--- src/rtl/pipe_stage_skid_if.sv ---
`default_nettype none
// +----------------------------------------------------------------------------+
// | Module      : pipe_stage_skid_if                                           |
// | Description : Valid/ready stream carrying an opaque payload and a control  |
// |               field between two pipeline stages.                           |
// | Revision    : 1.0 - initial release                                        |
// +----------------------------------------------------------------------------+
interface pipe_stage_skid_if #(
  parameter int DATA_W = 32,
  parameter int CTRL_W = 12
);
  logic              valid;
  logic              ready;
  logic [DATA_W-1:0] data;
  logic [CTRL_W-1:0] ctrl;

  // Producer side of the stream
  modport master (
    output valid,
    output data,
    output ctrl,
    input  ready
  );

  // Consumer side of the stream
  modport slave (
    input  valid,
    input  data,
    input  ctrl,
    output ready
  );
endinterface
`default_nettype wire

--- src/rtl/pipe_stage_skid.sv ---
`default_nettype none
// +----------------------------------------------------------------------------+
// | Module      : pipe_stage_skid                                              |
// | Description : Generic pipeline stage register with valid/ready handshake,  |
// |               2-entry skid buffer, registered upstream ready and flush to  |
// |               a NOP control pattern.                                       |
// | Revision    : 1.0 - initial release                                        |
// +----------------------------------------------------------------------------+
module pipe_stage_skid #(
  parameter int                DATA_W   = 32,
  parameter int                CTRL_W   = 12,
  parameter logic [CTRL_W-1:0] NOP_CTRL = {CTRL_W{1'b0}}
) (
  input  logic                    clk,
  input  logic                    rst,
  input  logic                    flush_i,
  pipe_stage_skid_if.slave        up,
  pipe_stage_skid_if.master       dn,
  output logic [1:0]              occupancy_o
);

  // Encoding equals the number of held entries, so the state drives occupancy
  typedef enum logic [1:0] {
    S_EMPTY = 2'd0,
    S_ONE   = 2'd1,
    S_TWO   = 2'd2
  } state_t;

  state_t            state_q, state_d;
  logic [DATA_W-1:0] main_data_q, main_data_d;
  logic [CTRL_W-1:0] main_ctrl_q, main_ctrl_d;
  logic [DATA_W-1:0] skid_data_q, skid_data_d;
  logic [CTRL_W-1:0] skid_ctrl_q, skid_ctrl_d;
  logic              ready_q, ready_d;

  logic up_xfer;
  logic dn_xfer;

  // Main entry always holds 0/NOP_CTRL when not valid, so outputs come straight from flops
  assign dn.valid    = (state_q != S_EMPTY);
  assign dn.data     = main_data_q;
  assign dn.ctrl     = main_ctrl_q;
  assign up.ready    = ready_q;
  assign occupancy_o = state_q;

  assign up_xfer = up.valid & ready_q;
  assign dn_xfer = dn.valid & dn.ready;

  // Next-state and entry update; flush overrides everything and empties the stage
  always_comb begin
    state_d     = state_q;
    main_data_d = main_data_q;
    main_ctrl_d = main_ctrl_q;
    skid_data_d = skid_data_q;
    skid_ctrl_d = skid_ctrl_q;

    case (state_q)
      S_EMPTY: begin
        if (up_xfer) begin
          main_data_d = up.data;
          main_ctrl_d = up.ctrl;
          state_d     = S_ONE;
        end
      end
      S_ONE: begin
        if (dn_xfer && up_xfer) begin
          main_data_d = up.data;
          main_ctrl_d = up.ctrl;
        end else if (dn_xfer) begin
          main_data_d = '0;
          main_ctrl_d = NOP_CTRL;
          state_d     = S_EMPTY;
        end else if (up_xfer) begin
          skid_data_d = up.data;
          skid_ctrl_d = up.ctrl;
          state_d     = S_TWO;
        end
      end
      S_TWO: begin
        // Upstream is held off by ready_q=0 here, so only a drain can occur
        if (dn_xfer) begin
          main_data_d = skid_data_q;
          main_ctrl_d = skid_ctrl_q;
          skid_data_d = '0;
          skid_ctrl_d = NOP_CTRL;
          state_d     = S_ONE;
        end
      end
      default: begin
        main_data_d = '0;
        main_ctrl_d = NOP_CTRL;
        skid_data_d = '0;
        skid_ctrl_d = NOP_CTRL;
        state_d     = S_EMPTY;
      end
    endcase

    if (flush_i) begin
      main_data_d = '0;
      main_ctrl_d = NOP_CTRL;
      skid_data_d = '0;
      skid_ctrl_d = NOP_CTRL;
      state_d     = S_EMPTY;
    end

    // Registered ready: low exactly while the stage will be full next cycle
    ready_d = (state_d != S_TWO);
  end

  // State and storage registers with synchronous reset
  always_ff @(posedge clk) begin
    if (rst) begin
      state_q     <= S_EMPTY;
      main_data_q <= '0;
      main_ctrl_q <= NOP_CTRL;
      skid_data_q <= '0;
      skid_ctrl_q <= NOP_CTRL;
      ready_q     <= 1'b1;
    end else begin
      state_q     <= state_d;
      main_data_q <= main_data_d;
      main_ctrl_q <= main_ctrl_d;
      skid_data_q <= skid_data_d;
      skid_ctrl_q <= skid_ctrl_d;
      ready_q     <= ready_d;
    end
  end

endmodule
`default_nettype wire
--- src/flat_wrapper.sv ---
// flat-port wrapper written by rule: the top's interface ports become plain ports
module pipe_stage_skid_flat 
#(
  parameter int                DATA_W   = 32,
  parameter int                CTRL_W   = 12,
  parameter logic [CTRL_W-1:0] NOP_CTRL = {CTRL_W{1'b0}}
)
  (clk, rst, flush_i, occupancy_o, up_valid, up_data, up_ctrl, up_ready, dn_valid, dn_data, dn_ctrl, dn_ready);
  pipe_stage_skid_if #(.DATA_W(DATA_W), .CTRL_W(CTRL_W)) up_i ();
  pipe_stage_skid_if #(.DATA_W(DATA_W), .CTRL_W(CTRL_W)) dn_i ();
  input  logic clk;
  input  logic rst;
  input  logic flush_i;
  output logic [1:0] occupancy_o;
  input wire logic [$bits(up_i.valid)-1:0] up_valid;
  input wire logic [$bits(up_i.data)-1:0] up_data;
  input wire logic [$bits(up_i.ctrl)-1:0] up_ctrl;
  output wire logic [$bits(up_i.ready)-1:0] up_ready;
  output wire logic [$bits(dn_i.valid)-1:0] dn_valid;
  output wire logic [$bits(dn_i.data)-1:0] dn_data;
  output wire logic [$bits(dn_i.ctrl)-1:0] dn_ctrl;
  input wire logic [$bits(dn_i.ready)-1:0] dn_ready;
  assign up_i.valid = up_valid;
  assign up_i.data = up_data;
  assign up_i.ctrl = up_ctrl;
  assign up_ready = up_i.ready;
  assign dn_valid = dn_i.valid;
  assign dn_data = dn_i.data;
  assign dn_ctrl = dn_i.ctrl;
  assign dn_i.ready = dn_ready;
  pipe_stage_skid #(.DATA_W(DATA_W), .CTRL_W(CTRL_W), .NOP_CTRL(NOP_CTRL)) u_core (.clk(clk), .rst(rst), .flush_i(flush_i), .up(up_i), .dn(dn_i), .occupancy_o(occupancy_o));
endmodule
--- config.mk ---
export PLATFORM = sky130hd
export DESIGN_NAME = pipe_stage_skid_flat
export DESIGN_NICKNAME = d
export VERILOG_FILES = /design/src/rtl/pipe_stage_skid_if.sv /design/src/rtl/pipe_stage_skid.sv /design/src/flat_wrapper.sv
export SDC_FILE = /design/constraint.sdc
export NUM_CORES = 1
export LEC_CHECK = 0
export ABC_AREA = 1
export CAP_MARGIN = 15
export CORE_ASPECT_RATIO = 1.75
export CORE_MARGIN = 4
export CORE_UTILIZATION = 56
export DETAILED_ROUTE_END_ITERATION = 10
export PLACE_DENSITY = 0.86
export SYNTH_ARGS = -nofsm -noshare
export SYNTH_HDL_FRONTEND = slang
export SYNTH_SLANG_ARGS = --single-unit
export TNS_END_PERCENT = 30
--- constraint.sdc ---
create_clock -name clk -period 3.45 [get_ports clk]
set_clock_uncertainty 0.1 [all_clocks]
set_input_delay 0.5175 -clock clk [delete_from_list [all_inputs] [get_ports clk]]
set_output_delay 0.5175 -clock clk [all_outputs]
set_load 0.005 [all_outputs]
==> flow_summary.json <==
{
  "outcome": "complete, no violations",
  "worstPathCellList": "nor2_4, inv_1, clkdlybuf4s50_1",
  "most-common-layout-cells": "326 x nand2_1, 122 x nor2_1, 112 x inv_1",
  "clkTransAtPathRegs_ns": 0.06,
  "worstReg2RegStart": "u_core.occupancy_o[0]$_SDFF_PP0_",
  "synth_mux_area_share_pct": 0,
  "clkSinkCount": 91,
  "reg2reg_depth": 6,
  "period_needed_ns": 2.73,
  "cts_hold_buf": 0,
  "synth_nets": 844,
  "synth_top_family_by_area": "simple AND/OR/NAND/NOR gates",
  "met2_length_um": 6620,
  "cts-root-buf": "clkbuf_16",
  "syn_inst": 795,
  "grt-ovfl-total": 0,
  "via_count": 4960,
  "required_ns": 2.83,
  "critPathMaxFanout": 17,
  "p_per_area_nw_per_um2": 416,
  "yosysWarnings": 0,
  "crit_slowest_cell": "dfxtp_1",
  "antenna_cells": 0,
  "synthXorXnorAreaFrac_pct": 0,
  "cp-end-kind": "output port",
  "tns_ns": 0,
  "slew_violations": 0,
  "r2r_setup_slack_ns": 0.81,
  "synth_area_um2": 4680,
  "dp_cells": 945,
  "hold_viol_final": 0,
  "cp.arrival_ns": 2.11,
  "drc_errors": 0,
  "num_rows": 43,
  "tightest_slew_ns": 1.04,
  "worst_hold_slack_ns": 0.365,
  "setup_ws_ns": 0.720,
  "fmax_ghz": 0.366,
  "clock_path_buffers": 2,
  "synth_top_area_cell": "dfxtp_1",
  "synth_simple_gate_area_share_pct": 39.2,
  "rsz0062_at_grt": "no",
  "cts_resized": 0,
  "drt_wl_total_um": 12500,
  "slew_headroom_pct": 30.6,
  "ir_drop_uv": 342,
  "initial_core_util_pct": 58.4,
  "synth_fa_ha_area_share_pct": 0,
  "ant_nets": 0,
  "ys_types": 20,
  "min-delay-start": "u_core.dn.data[7]$_SDFFE_PP0P_",
  "ys_ff_latch": 91,
  "pre_cts_slack_ns": 0.933,
  "nets": 915,
  "p_leak_nw": 2.98,
  "hold_path_end": "u_core.dn.data[7]$_SDFFE_PP0P_",
  "drive_gt1_share_pct": 3.90,
  "min_path_cells": 2,
  "final_common_cell": "nand2_1",
  "start_kind": "flop",
  "dr.first_iter.drc_count": 372,
  "post-route-util_pct": 73.6,
  "antenna_found_initial": 0,
  "synth_seq_area_share_pct": 38.9,
  "crit_type": "flop to output port",
  "fin_area_um2": 5900,
  "post_cts_buffers": 0,
  "io_buffers": 96,
  "globalplace.congestion": 0.839,
  "min_path_type": "flop to flop",
  "die_h_um": 129,
  "setup-violations-final": 0,
  "core_area_um2": 8020,
  "grt_usage_pct": 25.6,
  "top_layer": "met4",
  "grt_max_degree": 89,
  "finalPower_mw": 2.45,
  "areaGrowthSynthToFinish_pct": 26.1,
  "cts_max_level": 3,
  "grt_pass1_wl_um": 20800,
  "final_cells": 961,
  "die_w_um": 77.1,
  "clk_latency_ns": 0.34,
  "wl_met3_um": 767,
  "cts_tree": "yes",
  "syn_area_per_cell_um2": 5.88,
  "numCtsBuffers": 9,
  "finalCritPeriodShare_pct": 79.1,
  "placed_area_um2": 5590,
  "drtPass1Iterations": 5,
  "synth_area_leaders": "dfxtp_1 39%, nand2_1 26%, nor2_1 9.9%, inv_1 9.0%, a21oi_1 6.6%",
  "vias_per_cell": 5.16,
  "max_stage_delay_ns": 0.82,
  "m1WireLength_um": 4670,
  "worstReg2RegEnd": "u_core.dn.ctrl[2]$_SDFFE_PP0P_",
  "wire_per_inst_um": 13.0,
  "die-area_um2": 9940,
  "cap_violations": 0,
  "crit_family": "flip-flops",
  "yosys.area.top_type_share_pct": 38.9,
  "hpwl_um": 8120,
  "ios": 97,
  "synth_compound_area_share_pct": 7.54,
  "cp.buffers_inverters": 2,
  "grt_pass1_vias": 4759
}
==> cell usage after synthesis (all sizes together) <==
cell type,instances
dfxtp,91
a21oi,62
clkbuf,12
nand3b,1
inv,115
buf,32
o211ai,1
nor3,2
nand3,19
nand2,327
nor2,126
clkinv,1
o21ai,6
==> state kept, by name (all words and copies together), names as in the netlist <==
signal / count
u_core.dn.data: 32
u_core.skid_data_q: 32
u_core.dn.ctrl: 12
u_core.skid_ctrl_q: 12
u_core.occupancy_o: 2
u_core.up.ready: 1
==> metal layers <==
metal,vias to the layer above,global-route usage [%]
met5,-,0
met1,2207,27.9
met3,42,3.36
met2,231,47.1
met4,0,14.7
li1,2480,-
==> where the power goes <==
group	total, mW	switching, mW	internal [mW]
Sequential	1.10	0.0205	1.08
Clock	0.995	0.415	0.581
Combinational	0.353	0.201	0.152
Total	2.45	0.636	1.82
==> worst reg2reg max path, delay by kind of cell, from the launching register on <==
kind               cells  cell delay (ns)
AOI/OAI and AO/OA      1             0.14
DFF                    1             0.82
and+or+nand+nor        5             1.51
==> how the worst max path moves through the flow <==
stage                                startpoint                             end  cells past startpoint
2_1_floorplan                           flush_i  u_core.dn.ctrl[0]$_SDFFE_PP0P_                      4
3_3_place_gp   u_core.occupancy_o[0]$_SDFF_PP0_  u_core.dn.data[9]$_SDFFE_PP0P_                      6
3_5_place_dp   u_core.occupancy_o[0]$_SDFF_PP0_  u_core.dn.data[8]$_SDFFE_PP0P_                      6
4_1_cts        u_core.occupancy_o[0]$_SDFF_PP0_                        dn_valid                      3
5_1_grt        u_core.occupancy_o[0]$_SDFF_PP0_  u_core.dn.ctrl[2]$_SDFFE_PP0P_                      6
6_report       u_core.occupancy_o[0]$_SDFF_PP0_                        dn_valid                      3
==> area by class of cell <==
| cell class | instances | area [um2] |
|---|---|---|
| tap | 90 | 113 |
| fill | 666 | 2120 |
| sequential | 91 | 1820 |
| clock buffer | 10 | 239 |
| timing repair buffer | 104 | 1020 |
| multi-input combinational | 544 | 2200 |
| clock inverter | 6 | 65.1 |
| inverter | 116 | 435 |
==> logic make-up (layout without fill, tap and decap cells) <==
kind of cell	count (synthesis)	count (layout)
AND/OR/NAND/NOR	475	475
AO/OA/AOI/OAI	69	69
flip-flops	91	91
buffers and inverters	160	236
No activity file was read; power rests on OpenSTA's default activity.
